--- src/rtl/branch_predictor_pkg.sv ---
// Shared constants for the branch predictor and the pipeline's hazard/flush logic.
package branch_predictor_pkg;

  // Two-bit saturating counter encodings; bit 1 is the taken prediction.
  typedef enum logic [1:0] {
    SNT = 2'b00,  // strong not-taken
    WNT = 2'b01,  // weak not-taken
    WT  = 2'b10,  // weak taken
    ST  = 2'b11   // strong taken
  } ctr_state_e;

  // Every table entry starts here so the first outcome flips it.
  localparam logic [1:0] CTR_RESET = WNT;

  // Hazard / flush constants shared with the pipeline control.
  // A resolved mispredict in EX kills the younger IF and ID instructions.
  localparam int unsigned FLUSH_STAGES = 2;

  typedef enum logic [1:0] {
    HZ_NONE  = 2'b00,
    HZ_STALL = 2'b01,
    HZ_FLUSH = 2'b10
  } hazard_e;

endpackage

--- src/rtl/branch_predictor_sat_counter2.sv ---
// Next-state logic for one two-bit saturating counter.
module sat_counter2
  import branch_predictor_pkg::*;
(
  input  logic [1:0] cur_state,
  input  logic       taken,
  output logic [1:0] next_state
);

  // Step towards the outcome, holding at either end of the range.
  always_comb begin
    next_state = cur_state;
    case (cur_state)
      SNT:     next_state = taken ? WNT : SNT;
      WNT:     next_state = taken ? WT  : SNT;
      WT:      next_state = taken ? ST  : WNT;
      ST:      next_state = taken ? ST  : WT;
      default: next_state = CTR_RESET;
    endcase
  end

endmodule

--- src/rtl/branch_predictor.sv ---
// Bimodal branch predictor: a table of two-bit counters indexed by PC bits,
// read combinationally in IF and trained by resolved branches in EX, with
// saturating branch / mispredict statistics.
//
// Update interface: upd_valid_i qualifies upd_pc_i, upd_taken_i and
// upd_pred_i in the same cycle. There is no ready; the predictor accepts an
// update on every clock edge where upd_valid_i is high.
module branch_predictor
  import branch_predictor_pkg::*;
#(
  parameter int IDX_W = 4,
  parameter int CNT_W = 16
) (
  input  logic             clk_i,
  input  logic             rst_i,
  input  logic [31:0]      if_pc_i,
  output logic             pred_taken_o,
  input  logic             upd_valid_i,
  input  logic [31:0]      upd_pc_i,
  input  logic             upd_taken_i,
  input  logic             upd_pred_i,
  output logic             mispredict_o,
  output logic [CNT_W-1:0] branch_cnt_o,
  output logic [CNT_W-1:0] miss_cnt_o
);

  localparam int ENTRIES = 1 << IDX_W;

  logic [1:0]       tbl [ENTRIES];
  logic [IDX_W-1:0] if_idx;
  logic [IDX_W-1:0] upd_idx;
  logic [1:0]       upd_next;
  logic [CNT_W-1:0] branch_cnt;
  logic [CNT_W-1:0] miss_cnt;

  // Upper PC bits and the byte offset deliberately do not take part in
  // indexing: aliasing PCs share an entry and there is no tag.
  logic unused_pc_bits;
  assign unused_pc_bits = ^{if_pc_i[31:IDX_W+2], if_pc_i[1:0],
                            upd_pc_i[31:IDX_W+2], upd_pc_i[1:0]};

  assign if_idx  = if_pc_i[IDX_W+1:2];
  assign upd_idx = upd_pc_i[IDX_W+1:2];

  // Read reflects the registered table, so a same-cycle update to the same
  // entry only becomes visible on the following cycle.
  assign pred_taken_o = tbl[if_idx][1];

  // Purely input-driven so the flush request stays meaningful during reset.
  assign mispredict_o = upd_valid_i & (upd_taken_i ^ upd_pred_i);

  // Single shared update path for the entry named by the EX branch.
  sat_counter2 u_sat (
    .cur_state  (tbl[upd_idx]),
    .taken      (upd_taken_i),
    .next_state (upd_next)
  );

  // Prediction table: reset to weak not-taken, train on valid updates.
  always_ff @(posedge clk_i or negedge rst_i) begin
    if (!rst_i) begin
      for (int i = 0; i < ENTRIES; i++) begin
        tbl[i] <= CTR_RESET;
      end
    end else if (upd_valid_i) begin
      tbl[upd_idx] <= upd_next;
    end
  end

  // Statistics counters, each holding at all-ones instead of wrapping.
  always_ff @(posedge clk_i or negedge rst_i) begin
    if (!rst_i) begin
      branch_cnt <= '0;
      miss_cnt   <= '0;
    end else begin
      if (upd_valid_i && (branch_cnt != {CNT_W{1'b1}})) begin
        branch_cnt <= branch_cnt + CNT_W'(1);
      end
      if (mispredict_o && (miss_cnt != {CNT_W{1'b1}})) begin
        miss_cnt <= miss_cnt + CNT_W'(1);
      end
    end
  end

  assign branch_cnt_o = branch_cnt;
  assign miss_cnt_o   = miss_cnt;

endmodule

--- config.mk ---
export PLATFORM = sky130hd
export DESIGN_NAME = branch_predictor
export DESIGN_NICKNAME = d
export VERILOG_FILES = /design/src/rtl/branch_predictor_pkg.sv /design/src/rtl/branch_predictor_sat_counter2.sv /design/src/rtl/branch_predictor.sv
export SDC_FILE = /design/constraint.sdc
export NUM_CORES = 1
export LEC_CHECK = 0
export CAP_MARGIN = 20
export CORE_MARGIN = 5
export CORE_UTILIZATION = 43
export DETAILED_ROUTE_END_ITERATION = 8
export PLACE_DENSITY = 0.76
export SYNTH_ARGS = -nofsm -noshare
export SYNTH_HDL_FRONTEND = slang
export SYNTH_SLANG_ARGS = --single-unit
--- constraint.sdc ---
create_clock -name clk_i -period 1.7 [get_ports clk_i]
set_clock_uncertainty 0.05 [all_clocks]
set_input_delay 0.34 -clock clk_i [delete_from_list [all_inputs] [get_ports clk_i]]
set_output_delay 0.34 -clock clk_i [all_outputs]
set_load 0.05 [all_outputs]
## Yosys cells after proc, flatten, opt, wreduce, memory -nomap -nowiden

Index checks and enable logic that the tools add are counted.

- Bits in registers: 64
- Input bits: 69
- Output and inout port bits: 34
- Word-level logic and storage cells: 50

- $add $sub $neg: 2
- $lt $le $gt $ge: 3
- Equality and inequality tests: 5
- Mux-type cells: 14
- Bitwise operators: 4
- Reduce and logical (&&, ||, !) cells: 4

Operators by type and width:

| kind | number |
|---|---|
| $add 16x1->16 const B | 2 |
| $bwmux 32 | 1 |
| $ne 16x16->1 const B | 2 |
| $bmux 2 s4 | 2 |
| $mux 2 | 7 |
| $ge 5x5->1 const B | 2 |
| $not 4->5 | 2 |
| $demux 2 s4 | 1 |
| $pmux 2 s4 | 1 |
| $lt 5x1->1 const B | 1 |
| $eq 2x2->1 const B | 2 |
| $logic_and 1x1->1 | 3 |
| $eq 2x1->1 const B | 1 |
| $logic_not 2->1 | 1 |
| $mux 1 | 2 |
| $and 1x1->1 | 1 |
| $xor 1x1->1 | 1 |

## Logic depth before layout (Yosys ltp)

Gate-level depths: netlist of the first run.

- Depth after elaboration: 7
- Depth in mapped cells: 6
- Mapped depth without buffers: 5

## Hierarchy

Synthesis of the first run repeated with hierarchy kept, for this count alone.

- Cells, all modules: 261
- Area total of the unflattened synthesis: 3313.2 µm²

Modules (own cells, without submodules):

| module | instances | cells each | area an instance (µm²) | seq. area each (µm²) |
|---|---|---|---|---|
| branch_predictor | 1 | 258 | 3286.9 | 1621.6 |
| sat_counter2 | 1 | 3 | 26.3 | 0.0 |

## Worst setup path after synthesis of the first run

Ideal clock, no wire load.

- Path type: register -> register
- Start point: reg branch_cnt[10] (netlist: branch_cnt_o[10])
- End point: reg branch_cnt[1] (netlist: branch_cnt_o[1])
- Setup time: 125 ps
- Arrival: 1967 ps
- Data required time: 1525 ps
- Slack: -442 ps
- Stages on the path, launching flop included: 6
- Path buffers: 1
- Clock period less this slack: 2142 ps
- Cells stage by stage: dfrtp_1 -> nand3_1 -> or3_1 -> clkbuf_1 -> o21ai_1 -> mux2_2

- Word-level cells in the longest chain between the ends: 2

Ends and longest elaborated chain:

| what | line | text |
|---|---|---|
| from (decl) | branch_predictor.sv:33 | `logic [CNT_W-1:0] branch_cnt;` |
| from (signal assigned) | branch_predictor.sv:77 | `branch_cnt <= branch_cnt + CNT_W'(1);` |
| $ne 16x16->1 | branch_predictor.sv:76 | `if (upd_valid_i && (branch_cnt != {CNT_W{1'b1}})) begin` |
| $logic_and 1x1->1 | branch_predictor.sv:76 |  |

No other way between the ends.
A chain may end at the register's enable or synchronous reset.

## Worst setup path in the final report of the first run

- Start point: reg tbl[1] (netlist bit)
- End point: out pred_taken_o

- Word-level cells in the longest chain between the ends: 3

Ends and longest elaborated chain:

| what | line | text |
|---|---|---|
| from (decl) | branch_predictor.sv:29 | `logic [1:0] tbl [ENTRIES];` |
| from (signal, indexed assignment) | branch_predictor.sv:66 | `tbl[upd_idx] <= upd_next;` |
| $bmux 2 s4 | branch_predictor.sv:47 | `assign pred_taken_o = tbl[if_idx][1];` |
| $mux 2 (implied by the code) (2 in a row) | branch_predictor.sv:47 |  |
| to (decl) | branch_predictor.sv:17 | `output logic pred_taken_o,` |

No other way between the ends. The select of a mux whose other input is x is not followed.

==> impl_metrics.yaml, run 1 <==
outcome:
  status: "finished with violations"
  failed_checks: "negative setup slack"
final_layout:
  layout.cells.non_filler: 575
  nets: 536
  fin_util_pct: 68.98
  drive_gt1_share_pct: 55.11
  n_antenna_cell: 0
  syn_to_final_growth_pct: 57.09
  fill_cells: 583
cts:
  tritoncts: "built"
  cts-htree-levels: 3
  cts-root-buf: "clkbuf_8"
  numCtsBuffers: 9
  clock_sinks: 64
  clockBufferDepth: 2
  insertion_delay_ns: 0.35
  clkSlewWorstSetupHoldPaths_ns: 0.07
timing:
  rsz0062_at_grt: "true"
  setup-violations-final: 10
  finalHoldViolations: 0
  fmax_mhz: 443.1
  tightest_slew_ns: 0.5805
  setup_tns_ns: -0.6614
  setup_slack_ns: -0.5571
  min_period_ns: 2.257
  slew_headroom_pct: 61.00
  slew_violations: 0
  post-route-period-util_pct: 132.8
setup_path:
  r2r-end: "tbl[10]"
  crit_cells: 3
  critPathRequiredTime_ns: 1.31
  rrSetupSlack_ns: -0.05
  path_cells: "mux4_2, mux4_2, buf_6"
  critPathMostFrequentCell: "mux4_2"
  cp_slowest_cell: "mux4_2"
  endpoint: "pred_taken_o"
  cp_max_fo: 2
  start_kind: "flop"
  r2r-start: "tbl[2]"
  crit_type: "flop to primary output"
  critPathBufInv: 1
  worst_ep_arrival_time_ns: 1.87
  end_kind: "primary output"
  cpLargestDelayFamily: "multiplexers"
  cpPeakStageDelay_ns: 0.50
  cp-startpoint: "tbl[1]"
  r2r.worst_path.cells: 4
drt:
  drt_iter0_markers: 141
  wl_per_cell_um: 18.07
  wl_um: 10390
  vias_per_cell: 5.645
  drc_errors: 0
  drtPass1Iterations: 4
  num_vias: 3246
  detail-route-antenna-nets: 0
synth:
  ys_seq_area_share_pct: 45.17
  ys_ff_latch: 64
  post_synth.cell_area_avg_um2: 10.78
  ys.flop_type: "dfrtp_1"
  netlist_area_um2: 3590
  ys_warn_count: 0
  syn-num-nets: 404
  synthDistinctLibCells: 52
  async_flop_share_pct: 100.0
  syn_inst: 333
  synth_edf_count: 0
worst_hold_path:
  hp-class: "flop to flop"
global_route:
  grt_max_degree: 65
  grt_pass1_wl_um: 16720
  grt-ovfl-total: 0
  groute.usage.overall_pct: 20.87
  grt_pass1_vias: 3360
  antenna_found_initial: 0
job:
  maxCapViolCount: 0
placed_design:
  gp_congestion: 0.8990
  preCtsSetupSlack_ns: -0.8793
  hpwl_um: 7093
  placed_cells: 548
  port_buffers: 46
die:
  ios: 103
  coreArea_um2: 8175
  initial_core_util_pct: 43.91
  die_area_um2: 10280
  rows: 33
  dieWidth_um: 101.4
  die_h_um: 101.4
pwr:
  ir_drop_uv: 1394
  p_leak_nw: 2.442
  p_per_area_nw_per_um2: 1257
## cell families (layout without fill, tap and decap cells)
family                     after synthesis  in the layout  share of synthesized area [%]
and+or+nand+nor                        122            122                          17.25
AOI/OAI and AO/OA                       69             69                          14.74
DFF                                     64             64                          45.17
xor gates and xnor gates                27             27                          6.797
muxes                                   27             27                          12.27
buffers and inverters                   22            159                          3.067
adders and majority gates                2              2                         0.6970
## worst reg2reg max path, delay by kind of cell (launching register included)
family,cells,cell delay (ns)
flops,1,0.38
compound gates,2,0.48
mux,2,0.75
## routing by layer
layer | track usage, % | up-vias | wire [um]
li1 | - | 1504 | -
met1 | 26.53 | 1621 | 4295
met2 | 35.76 | 101 | 5453
met3 | 3.375 | 20 | 449
met4 | 7.873 | 0 | 191
met5 | 0 | - | 0
## sequential cells by signal, indices dropped and copies added (netlist names)
register and flops:
tbl 32, miss_cnt_o 16, branch_cnt_o 16
## report_power, final
| part | leakage (nW) | switching [W] | internal [W] | total (W) |
|---|---|---|---|---|
| logic | 1.60 | 0.00174 | 0.00167 | 0.00341 |
| clock network | 0.0996 | 0.000602 | 0.000757 | 0.00136 |
| registers | 0.743 | 0.000300 | 0.00202 | 0.00232 |
| total | 2.44 | 0.00264 | 0.00445 | 0.00709 |
## worst min path at each step
stage | depth (start not counted) | endpoint | from | slack [ns]
5_1_grt | 2 | tbl[26] | tbl[26] | 0.44
4_1_cts | 2 | tbl[24] | tbl[24] | 0.42
3_3_place_gp | 2 | tbl[15] | rst_i | 0.32
3_5_place_dp | 2 | tbl[15] | rst_i | 0.33
6_report | 2 | tbl[26] | tbl[26] | 0.42
2_1_floorplan | 0 | branch_cnt_o[0] | rst_i | -0.006
## cells in the final DEF, fill, tap and decap left out, drive strengths merged, types with 13 or more instances in the layout
master,instances
buf,121
dfrtp,48
dfstp,16
nor2,21
nand2,40
mux4,13
clkbuf,14
o31ai,14
a21oi,14
xor2,21
a31oi,20
## what timing repair did
item / CTS / global route
resized for setup: 23 / 33
hold buffers: 1 / 0
buffers inserted: 6 / 4
cloned: 1 / 0
pin swaps: 7 / 14
endpoints found under the hold margin: 48 / 0
setup endpoints to repair: 36 / 47
## cell type report
class / instances / area (um2) / share of cell area [%]
multi-input combinational: 247 / 2227 / 39.49
clock buffer: 13 / 158.9 / 2.818
clock inverter: 3 / 42.54 / 0.7544
timing repair buffer: 134 / 1393 / 24.69
tap: 105 / 131.4 / 2.330
inverter: 9 / 33.78 / 0.5991
sequential: 64 / 1653 / 29.31
## cell usage after synthesis (6+ instances only)
cell type,n,share of area [%]
nand3_1,11,1.5
nor2_1,20,2.1
o31ai_1,14,2.9
and2_1,7,1.2
xnor2_1,6,1.5
xor2_1,20,4.9
dfstp_2,16,12
nand4_1,6,1.0
mux4_2,13,8.2
and3_1,8,1.4
dfrtp_1,48,33
inv_1,9,0.94
nor3_1,6,0.84
a21oi_1,12,1.7
a31oi_1,18,3.1
mux2i_1,11,3.1
nand2_1,40,4.2
## stage by stage
| stage | total power [W] | hold WS [ns] | instance area (um2) |
|---|---|---|---|
| detailed placement | 0.005429 | 0.3286 | 5074 |
| finish | 0.007087 | 0.4233 | 5639 |
| global placement | 0.005337 | 0.3248 | 5074 |
| floorplan | 0.003966 | -0.005591 | 3774 |
| global route | 0.007427 | 0.4405 | 5639 |
| CTS | 0.006883 | 0.4234 | 5429 |
Power figures use the tool's default switching activity.
==> inputs of run 2 (changes only) <==
--- a/config.mk
+++ b/config.mk
@@ -7,9 +7,11 @@
 export LEC_CHECK = 0
 export CAP_MARGIN = 20
 export CORE_MARGIN = 5
-export CORE_UTILIZATION = 43
+export CORE_UTILIZATION = 48
 export DETAILED_ROUTE_END_ITERATION = 8
-export PLACE_DENSITY = 0.76
+export PLACE_DENSITY = 0.81
+export SKIP_CTS_REPAIR_TIMING = 1
+export SLEW_MARGIN = 25
 export SYNTH_ARGS = -nofsm -noshare
 export SYNTH_HDL_FRONTEND = slang
 export SYNTH_SLANG_ARGS = --single-unit
==> constraint.sdc (replaced) <==
create_clock -name clk_i -period 2.41 [get_ports clk_i]
set_clock_uncertainty 0.05 [all_clocks]
set_input_delay 0.482 -clock clk_i [delete_from_list [all_inputs] [get_ports clk_i]]
set_output_delay 0.482 -clock clk_i [all_outputs]
set_load 0.05 [all_outputs]
==> impl_metrics.yaml, run 2 (same netlist as run 1, synthesis figures left out) <==
outcome:
  status: "finished with violations"
  failed_checks: "negative setup slack"
pwr:
  power.internal_w: 0.002678
  ir_drop_uv: 775.9
  p_leak_nw: 2.020
  p_total_w: 0.004291
  p_per_area_nw_per_um2: 933.7
  swShare_pct: 37.59
  combPwrFrac_pct: 37.7
  clkPwrFrac_pct: 23.0
  seqPwrFrac_pct: 39.3
  switching_power_w: 0.001613
final_layout:
  n_antenna_cell: 0
  layout.cells.most_common: "dfrtp_1"
  drive_gt1_share_pct: 24.15
  nets: 480
  fill_cells: 574
  syn_to_final_growth_pct: 28.02
  top_register: "tbl"
  final_area_um2: 4596
  mostFrequentLayoutCells: "48 x dfrtp_1, 41 x clkdlybuf4s50_1, 40 x nand2_1"
  largest_reg_flops: 32
cts:
  cts-htree-levels: 3
  clockBufferDepth: 2
  numCtsBuffers: 9
  clkSlewWorstSetupHoldPaths_ns: 0.07
  tritoncts: "built"
  insertion_delay_ns: 0.35
  clock_sinks: 64
  cts-root-buf: "clkbuf_8"
drt:
  num_vias: 2937
  detail-route-antenna-nets: 0
  wl_per_cell_um: 16.29
  drt_iter0_markers: 130
  drtPass1Iterations: 5
  drc_errors: 0
  vias_per_cell: 5.725
  wl_um: 8355
setup_path:
  crit_cells: 3
  end_kind: "primary output"
  critPathMostFrequentCell: "mux4_2"
  cp_slowest_cell: "mux4_2"
  r2r-start: "miss_cnt_o[0]"
  start_kind: "flop"
  cp_max_fo: 3
  crit_type: "flop to primary output"
  cpLargestDelayFamily: "multiplexers"
  rrSetupSlack_ns: 0.40
  path_cells: "mux4_2, mux4_2, buf_6"
  critPathRequiredTime_ns: 1.88
  endpoint: "pred_taken_o"
  r2r-end: "miss_cnt_o[1]"
  critPathBufInv: 1
  cpPeakStageDelay_ns: 0.49
  cp-startpoint: "tbl[3]"
  r2r.worst_path.cells: 5
  worst_ep_arrival_time_ns: 1.90
timing:
  fmax_mhz: 411.3
  rsz0062_at_grt: "true"
  tightest_slew_ns: 0.5157
  slew_headroom_pct: 65.52
  setup_tns_ns: -0.02140
  post-route-period-util_pct: 100.9
  finalHoldViolations: 0
  slew_violations: 0
  setup_slack_ns: -0.02140
  setup-violations-final: 1
  min_period_ns: 2.431
global_route:
  grt_pass1_wl_um: 13750
  grt_max_degree: 45
  grt_pass1_vias: 2857
  antenna_found_initial: 0
  groute.usage.overall_pct: 19.31
  grt-ovfl-total: 0
job:
  maxCapViolCount: 0
placed_design:
  preCtsSetupSlack_ns: -0.5004
  dpl_cell_area_um2: 4333
  hpwl_um: 5911
  gp_congestion: 0.8838
  port_buffers: 46
die:
  rows: 31
  initial_core_util_pct: 49.49
  die_area_um2: 9308
  dieWidth_um: 96.48
  die_h_um: 96.48
  coreArea_um2: 7253
  ios: 103
worst_hold_path:
  hp-class: "input port to async pin"
==> run 2: changes by cell type in the layout (fill, tap and decap cells not counted), sizes merged, moves of 2 or more <==
cell           delta
buf              -86
clkdlybuf4s15     -2
clkdlybuf4s50    +37
dlygate4sd2       -4
==> run 2: final cells by class <==
class	count	area (um2)	share of cell area (%)
Clock buffer	12	165.2	3.594
Inverter	9	33.78	0.7351
Clock inverter	4	51.30	1.116
Tap cell	99	123.9	2.695
Sequential cell	64	1622	35.28
Multi-Input combinational cell	247	1858	40.43
Timing Repair Buffer	78	742.0	16.14
==> run 2: power groups by stage <==
stage                     combinational, W  clock, W  sequential (W)
final                              0.00162  0.000988         0.00169
after global routing               0.00172   0.00107         0.00173
after CTS                          0.00156   0.00102         0.00169
after detailed placement           0.00156         0         0.00170
after global placement             0.00152         0         0.00168
after floorplan                   0.000745         0         0.00198
==> run 2: how the worst min path moves through the flow <==
stage | depth (start not counted) | end
final | 1 | tbl[5]
after global routing | 1 | tbl[7]
after CTS | 1 | tbl[7]
after detailed placement | 2 | tbl[28]
after global placement | 1 | tbl[15]
after floorplan | 0 | branch_cnt_o[0]
==> run 2: metal layers <==
layer  routed length [um]  vias to the layer above  global-route usage [%]
li1                     -                     1395                       -
met1                 3810                     1457                   25.62
met2                 4010                       73                   30.98
met3                  408                       12                   4.415
met4                  125                        0                   7.243
met5                    0                        -                       0
==> run 2: per-stage QoR <==
stage / hold slack (ns) / cells / utilization, %
final: 0.04928 / 513 / 63.36
after CTS: 0.04923 / 507 / 62.72
after floorplan: 0.1364 / 333 / -
after global routing: 0.07061 / 513 / 63.36
after global placement: 0.4084 / 491 / 59.74
after detailed placement: 0.4116 / 491 / 59.74
